## config.mk

```make
export PLATFORM = sky130hd
export DESIGN_NAME = branch_unit
export DESIGN_NICKNAME = d
export VERILOG_FILES = /design/src/rtl/branch_pkg.sv /design/src/rtl/branch_cmp_chunk.sv /design/src/rtl/branch_unit.sv
export SDC_FILE = /design/constraint.sdc
export NUM_CORES = 1
export LEC_CHECK = 0
export CAP_MARGIN = 20
export CORE_MARGIN = 1
export CORE_UTILIZATION = 50
export CTS_BUF_LIST = sky130_fd_sc_hd__clkbuf_8
export CTS_CLUSTER_SIZE = 40
export DETAILED_ROUTE_END_ITERATION = 10
export GPL_ROUTABILITY_DRIVEN = 0
export MAX_ROUTING_LAYER = met4
export PLACE_DENSITY = 0.81
export SLEW_MARGIN = 40
export SYNTH_ARGS = -nofsm -noshare
export SYNTH_HDL_FRONTEND = slang
export SYNTH_SLANG_ARGS = --single-unit
```

## constraint.sdc

```tcl
create_clock -name clk -period 5.4 [get_ports clk]
set_input_delay 1.08 -clock clk [delete_from_list [all_inputs] [get_ports clk]]
set_output_delay 1.08 -clock clk [all_outputs]
set_load 0.01 [all_outputs]
```

## src/rtl/branch_pkg.sv

```systemverilog
// Shared types and helpers for the branch resolution unit.
// Opcodes, func3 encodings, FSM states.
package branch_pkg;

  localparam logic [6:0] OP_BRANCH = 7'b1100011;
  localparam logic [6:0] OP_JAL    = 7'b1101111;
  localparam logic [6:0] OP_JALR   = 7'b1100111;

  typedef enum logic [2:0] {
    F3_BEQ  = 3'b000,
    F3_BNE  = 3'b001,
    F3_BLT  = 3'b100,
    F3_BGE  = 3'b101,
    F3_BLTU = 3'b110,
    F3_BGEU = 3'b111
  } f3_t;

  typedef enum logic [1:0] {
    S_IDLE = 2'b00,
    S_CMP  = 2'b01,
    S_DONE = 2'b10
  } state_t;

  function automatic logic f3_illegal(
    input logic [2:0] f
  );
    return (f == 3'b010) || (f == 3'b011);
  endfunction

  function automatic logic f3_signed(
    input f3_t f
  );
    return (f == F3_BLT) || (f == F3_BGE);
  endfunction

  function automatic logic br_taken(
    input f3_t  f,
    input logic eq,
    input logic lt
  );
    logic r;
    r = 1'b0;
    unique case (f)
      F3_BEQ:          r = eq;
      F3_BNE:          r = !eq;
      F3_BLT, F3_BLTU: r = lt;
      F3_BGE, F3_BGEU: r = !lt;
      default:         r = 1'b0;
    endcase
    return r;
  endfunction

endpackage

```

## src/rtl/branch_cmp_chunk.sv

```systemverilog
// One slice of the serial operand compare.
// Optional MSB flip turns a signed top slice into an unsigned compare.
module branch_cmp_chunk #(
  parameter int CHUNK = 8
) (
  input  logic [CHUNK-1:0] a,
  input  logic [CHUNK-1:0] b,
  input  logic             sflip,
  output logic             eq,
  output logic             lt
);

  localparam logic [CHUNK-1:0] MSB = CHUNK'(1) << (CHUNK - 1);

  logic [CHUNK-1:0] af;
  logic [CHUNK-1:0] bf;

  // flip sign bits, then plain unsigned compare
  always_comb begin
    af = a ^ (sflip ? MSB : '0);
    bf = b ^ (sflip ? MSB : '0);
    eq = (af == bf);
    lt = (af < bf);
  end

endmodule

```

## src/rtl/branch_unit.sv

```systemverilog
// Branch/jump resolution: serial MSB-first compare with early exit.
// Results held in DONE until the consumer takes them.
module branch_unit
  import branch_pkg::*;
#(
  parameter int XLEN  = 32,
  parameter int CHUNK = 8
) (
  input  logic            clk,
  input  logic            rst,
  input  logic            in_valid,
  output logic            in_ready,
  input  logic [6:0]      opcode,
  input  logic [2:0]      func3,
  input  logic [XLEN-1:0] pc,
  input  logic [XLEN-1:0] imm,
  input  logic [XLEN-1:0] rs1v,
  input  logic [XLEN-1:0] rs2v,
  output logic            out_valid,
  input  logic            out_ready,
  output logic            taken,
  output logic [XLEN-1:0] target,
  output logic [XLEN-1:0] link,
  output logic            misaligned,
  output logic            illegal
);

  localparam int NCHUNK = XLEN / CHUNK;
  localparam int CW = (NCHUNK > 1) ? $clog2(NCHUNK) : 1;
  localparam logic [CW-1:0] CTOP = CW'(NCHUNK - 1);

  state_t state;
  state_t state_n;

  logic [CW-1:0] cnt;
  f3_t           f3_q;

  logic [NCHUNK-1:0][CHUNK-1:0] a_v;
  logic [NCHUNK-1:0][CHUNK-1:0] b_v;

  logic [CHUNK-1:0] a_ch;
  logic [CHUNK-1:0] b_ch;
  logic             sflip;
  logic             c_eq;
  logic             c_lt;
  logic             cmp_end;
  logic             cmp_tk;

  logic            accept;
  logic            is_br;
  logic            is_jal;
  logic            is_jalr;
  logic            bad_f3;
  logic [XLEN-1:0] sum_pc;
  logic [XLEN-1:0] sum_rs;
  logic            acc_tk;
  logic [XLEN-1:0] acc_tg;

  assign in_ready = (state == S_IDLE);
  assign accept   = in_valid && in_ready;
  assign is_br    = (opcode == OP_BRANCH);
  assign is_jal   = (opcode == OP_JAL);
  assign is_jalr  = (opcode == OP_JALR);
  assign bad_f3   = is_br && f3_illegal(func3);
  assign sum_pc   = pc + imm;
  assign sum_rs   = rs1v + imm;

  // pick the slice under the counter
  always_comb begin
    a_ch    = a_v[cnt];
    b_ch    = b_v[cnt];
    sflip   = f3_signed(f3_q) && (cnt == CTOP);
    cmp_end = (state == S_CMP) && (!c_eq || (cnt == '0));
    cmp_tk  = br_taken(f3_q, c_eq, c_lt);
  end

  branch_cmp_chunk #(
    .CHUNK (CHUNK)
  ) u_cmp (
    .a     (a_ch),
    .b     (b_ch),
    .sflip (sflip),
    .eq    (c_eq),
    .lt    (c_lt)
  );

  // jump outcome known at accept time
  always_comb begin
    acc_tk = 1'b0;
    acc_tg = '0;
    unique case (1'b1)
      is_br: begin
        acc_tg = sum_pc;
      end
      is_jal: begin
        acc_tk = 1'b1;
        acc_tg = sum_pc;
      end
      is_jalr: begin
        acc_tk = 1'b1;
        acc_tg = {sum_rs[XLEN-1:1], 1'b0};
      end
      default: begin
        acc_tk = 1'b0;
        acc_tg = '0;
      end
    endcase
  end

  // state register
  always_ff @(posedge clk or posedge rst) begin
    if (rst) state <= S_IDLE;
    else     state <= state_n;
  end

  // next-state logic
  always_comb begin
    state_n = state;
    unique case (state)
      S_IDLE: begin
        if (accept)
          state_n = (is_br && !bad_f3) ? S_CMP : S_DONE;
      end
      S_CMP: begin
        if (cmp_end) state_n = S_DONE;
      end
      S_DONE: begin
        if (out_valid && out_ready) state_n = S_IDLE;
      end
      default: state_n = S_IDLE;
    endcase
  end

  // operand latch, chunk counter and result registers
  always_ff @(posedge clk or posedge rst) begin
    if (rst) begin
      a_v        <= '0;
      b_v        <= '0;
      f3_q       <= F3_BEQ;
      cnt        <= '0;
      out_valid  <= 1'b0;
      taken      <= 1'b0;
      target     <= '0;
      link       <= '0;
      misaligned <= 1'b0;
      illegal    <= 1'b0;
    end else if (accept) begin
      a_v        <= rs1v;
      b_v        <= rs2v;
      f3_q       <= f3_t'(func3);
      cnt        <= CTOP;
      taken      <= acc_tk;
      target     <= acc_tg;
      link       <= pc + XLEN'(4);
      misaligned <= acc_tk && (acc_tg[1:0] != 2'b00);
      illegal    <= bad_f3;
    end else if (state == S_CMP) begin
      if (cmp_end) begin
        taken      <= cmp_tk;
        misaligned <= cmp_tk && (target[1:0] != 2'b00);
        out_valid  <= 1'b1;
      end else begin
        cnt <= cnt - 1'b1;
      end
    end else if (state == S_DONE) begin
      if (!out_valid)     out_valid <= 1'b1;
      else if (out_ready) out_valid <= 1'b0;
    end
  end

endmodule

```

==> impl_metrics.prom <==
# TYPE chip_impl_metric gauge
chip_impl_info{name="outcome",value="completed"} 1
chip_impl_metric{name="hpwlAfterDp",unit="mm"} 22.18
chip_impl_metric{name="cp_bufs_invs",unit=""} 2
chip_impl_info{name="setup_repair_after_global_routing_missed_its_margin",value="no"} 1
chip_impl_metric{name="ys_async_sr_fraction",unit="%"} 100.0
chip_impl_metric{name="use_met2",unit="%"} 46.57
chip_impl_metric{name="grt_overflow_total",unit=""} 0
chip_impl_metric{name="cts_hold_buffers",unit=""} 0
chip_impl_metric{name="clock_skew",unit="ns"} 0.009463
chip_impl_metric{name="global_route_met3_utilization",unit="%"} 5.567
chip_impl_metric{name="drc",unit=""} 0
chip_impl_metric{name="latest_clock_arrival_within_the_worst_skew_pair",unit="ns"} 0.46
chip_impl_info{name="path_class",value="in2reg"} 1
chip_impl_metric{name="finalSetupViolCount",unit=""} 0
chip_impl_metric{name="synth-seq-area-share",unit="%"} 34.89
chip_impl_info{name="start_kind",value="input pin"} 1
chip_impl_metric{name="port_buffers",unit=""} 210
chip_impl_metric{name="final_core_util",unit="%"} 65.10
chip_impl_metric{name="grt_pass1_vias",unit=""} 9199
chip_impl_metric{name="grt_use_met1",unit="%"} 39.29
chip_impl_info{name="worst_setup_path_end_kind",value="flip-flop"} 1
chip_impl_metric{name="detailroute.via_count",unit=""} 9599
chip_impl_metric{name="worst-slew-pin-transition",unit="ns"} 0.7342
chip_impl_info{name="timing.rr.end",value="misaligned$_DFFE_PP0P_"} 1
chip_impl_metric{name="clk_pin_slew_worst_paths",unit="ns"} 0.07
chip_impl_info{name="timing.critical_path.cells",value="clkdlybuf4s50_1 > inv_1 > fa_1 > nand2b_1 > a211o_1 > a31o_2 > a21o_1 > a211oi_2 > o32ai_1 > o31ai_1 > nand3_1"} 1
chip_impl_metric{name="highest_cell_delay_on_the_worst_timing_path",unit="ns"} 0.52
chip_impl_metric{name="ioPinCount",unit=""} 211
chip_impl_metric{name="number_of_levels_the_h_tree_was_split_into",unit=""} 4
chip_impl_metric{name="grt_first_pass_wirelength",unit="mm"} 46.48
chip_impl_metric{name="path_max_fanout",unit=""} 5
chip_impl_metric{name="post_synth_instance_area",unit="sq um"} 9971
chip_impl_metric{name="power.static_leakage",unit="uW"} 0.005707
chip_impl_metric{name="die_height",unit="microns"} 143.2
chip_impl_metric{name="coreArea",unit="sq um"} 19530
chip_impl_metric{name="final_critical_period",unit="ns"} 3.632
chip_impl_metric{name="area_growth_syn_to_layout",unit="%"} 27.49
chip_impl_metric{name="drive_gt1_share",unit="%"} 5.853
chip_impl_metric{name="average_cell_area_after_synthesis",unit="sq um"} 8.428
chip_impl_metric{name="drt_first_pass_iters",unit=""} 7
chip_impl_metric{name="worstHoldPathCells",unit=""} 2
chip_impl_metric{name="start_util",unit="%"} 51.06
chip_impl_metric{name="antenna_violations_before_repair",unit=""} 3
chip_impl_metric{name="maxClockFrequency",unit="MHz"} 275.3
chip_impl_info{name="layer_with_the_highest_usage_after_global_routing",value="met2"} 1
chip_impl_metric{name="totalWireLength",unit="mm"} 29.16
chip_impl_metric{name="die_x",unit="microns"} 143.2
chip_impl_info{name="synth_top_flop_cell",value="dfrtp_1"} 1
chip_impl_metric{name="powerDensity",unit="nW/um^2"} 361.9
chip_impl_info{name="hold_path.startpoint",value="target[4]$_DFFE_PP0P_"} 1
chip_impl_metric{name="avgViaCountPerCell",unit=""} 5.811
chip_impl_metric{name="postCtsSetupRepairBufs",unit=""} 0
chip_impl_metric{name="die-area",unit="sq um"} 20510
chip_impl_metric{name="r2r_slack",unit="ns"} 2.30
chip_impl_metric{name="antenna_left",unit=""} 0
chip_impl_info{name="layout.cells.most_common_list",value="nand2_1 (312), clkdlybuf4s50_1 (210), dfrtp_1 (138), o21ai_0 (81), ha_1 (75)"} 1
chip_impl_metric{name="max-clock-path-buffers",unit=""} 2
chip_impl_metric{name="synth-edff-count",unit=""} 0
chip_impl_metric{name="slew_violations",unit=""} 0
chip_impl_metric{name="max-cap-violations",unit=""} 0
chip_impl_metric{name="ir_drop",unit="V"} 0.0001867
chip_impl_metric{name="post_synth_inst_count",unit=""} 1183
chip_impl_info{name="clk_root_buffer_cell",value="clkbuf_8"} 1
chip_impl_metric{name="holdWs",unit="ns"} 0.4736
chip_impl_metric{name="grt_util_all_layers",unit="%"} 30.33
chip_impl_metric{name="post_cts_resize_count",unit=""} 0
chip_impl_info{name="crit-reg2reg-launch",value="cnt[0]$_DFFE_PP0P_"} 1
chip_impl_metric{name="ys_types",unit=""} 72
chip_impl_metric{name="required",unit="ns"} 5.73
chip_impl_info{name="critical-path-top-delay-family",value="compound AO/OA/AOI/OAI gates"} 1
chip_impl_info{name="layout.cells.most_common",value="nand2_1"} 1
chip_impl_metric{name="post-route-period-util",unit="%"} 67.26
chip_impl_metric{name="num_rows",unit=""} 51
chip_impl_metric{name="final_hold_violating_endpoints",unit=""} 0
chip_impl_metric{name="largest_net_degree_at_the_start_of_global_routing",unit=""} 94
chip_impl_metric{name="routedWlPerCell",unit="microns"} 17.65
chip_impl_metric{name="slew_headroom",unit="%"} 51.06
chip_impl_info{name="tritoncts_clock_tree",value="done"} 1
chip_impl_metric{name="clock-sinks",unit=""} 139
chip_impl_metric{name="first_iter_violations",unit=""} 858
chip_impl_metric{name="postSynthNetCount",unit=""} 1402
chip_impl_metric{name="arr_time_crit_path",unit="ns"} 3.96
chip_impl_metric{name="synth-seq-cells",unit=""} 139
chip_impl_metric{name="cts_buffers",unit=""} 17
chip_impl_metric{name="timing.setup.tns",unit="ns"} 0
chip_impl_metric{name="warnings_from_yosys",unit=""} 0
chip_impl_metric{name="rr_worst_depth",unit=""} 11
chip_impl_info{name="min-delay-path-class",value="reg2reg"} 1
chip_impl_metric{name="fin_total_pwr",unit="uW"} 4600
chip_impl_metric{name="finish.net_count",unit=""} 1591
chip_impl_info{name="hold_path_end",value="target[4]$_DFFE_PP0P_"} 1
chip_impl_info{name="timing.critical_path.slowest_stage_cell",value="clkdlybuf4s50_1"} 1
-- flip-flops by register name (all words and copies together) (netlist names), 2 cells and up --
| name | cells |
|---|---|
| a_v | 32 |
| b_v | 32 |
| link | 32 |
| target | 32 |
| f3_q | 3 |
| cnt | 2 |
| state | 2 |
-- metal layers --
layer | vias up | routed length, microns
li1 | 4588 | -
met1 | 4517 | 12530
met2 | 418 | 13130
met3 | 76 | 2454
met4 | 0 | 1042
met5 | - | 0
-- worst max path at each step --
stage                     startpoint                      to  slack, ns  cells past startpoint
after floorplan                  rst      a_v[0]$_DFFE_PP0P_       0.60                      1
after global placement        imm[1]  target[28]$_DFFE_PP0P_       1.42                     11
after detailed placement      imm[1]  target[30]$_DFFE_PP0P_       1.33                     11
after CTS                     imm[1]  target[28]$_DFFE_PP0P_       1.82                     11
after global routing          imm[0]  target[12]$_DFFE_PP0P_       1.60                     12
final                         imm[1]  target[30]$_DFFE_PP0P_       1.77                     11
-- metrics by stage --
step | cell area (sq um) | setup slack, ns | instances
5_1_grt | 12710 | 1.601 | 1652
3_3_place_gp | 12300 | 1.421 | 1618
3_5_place_dp | 12310 | 1.333 | 1618
2_1_floorplan | 9971 | 0.5955 | 1183
6_report | 12710 | 1.768 | 1652
4_1_cts | 12700 | 1.820 | 1649
-- synth_stat cells, types with 12 or more instances --
cell	count	share of area [%]
nand2_1	313	12
dfrtp_1	139	35
o21ai_0	81	4.1
ha_1	75	9.4
nor2_1	62	2.3
a21oi_1	59	3.0
xor2_1	43	3.8
clkbuf_1	40	1.5
inv_1	35	1.3
xnor2_1	31	2.7
nand3_1	28	1.4
a21o_1	25	1.9
nand4_1	19	1.2
mux4_2	16	3.6
a31oi_1	12	0.75
-- where the power goes --
| group | internal [uW] | switching, uW | total, uW | leakage, uW |
|---|---|---|---|---|
| sequential | 1460 | 250 | 1710 | 0.00173 |
| combinational | 981 | 1040 | 2020 | 0.00376 |
| clock | 449 | 420 | 868 | 0.000213 |
-- cells by family after synthesis --
group | Yosys count | share of synthesized area (%)
simple gates | 494 | 21.57
mux | 17 | 3.714
fa+ha+maj | 77 | 9.813
buf+inv | 85 | 3.338
xor+xnor | 74 | 6.500
compound gates | 297 | 20.18
flops | 139 | 34.89
-- layout make-up --
class                           count  area, sq um
Clock buffer                       17        234.0
Clock inverter                     14        156.4
Timing Repair Buffer              220         2190
Sequential cell                   139         3480
Inverter                           35        136.4
Multi-Input combinational cell    959         6177
Tap cell                          265        331.6
Fill cell                        1690         6814
Antenna cell                        3        7.507
-- worst register-to-register path, cell delays in order (launching register included) --
cell	delay, ns
dfrtp_1	0.38
buf_4	0.33
mux4_2	0.59
ha_1	0.32
nor2b_1	0.13
o21a_1	0.16
o21a_1	0.16
o21bai_1	0.16
a21oi_1	0.09
o31ai_1	0.39
o32a_1	0.20
a21oi_1	0.06
(Power assumes the default switching activity.)
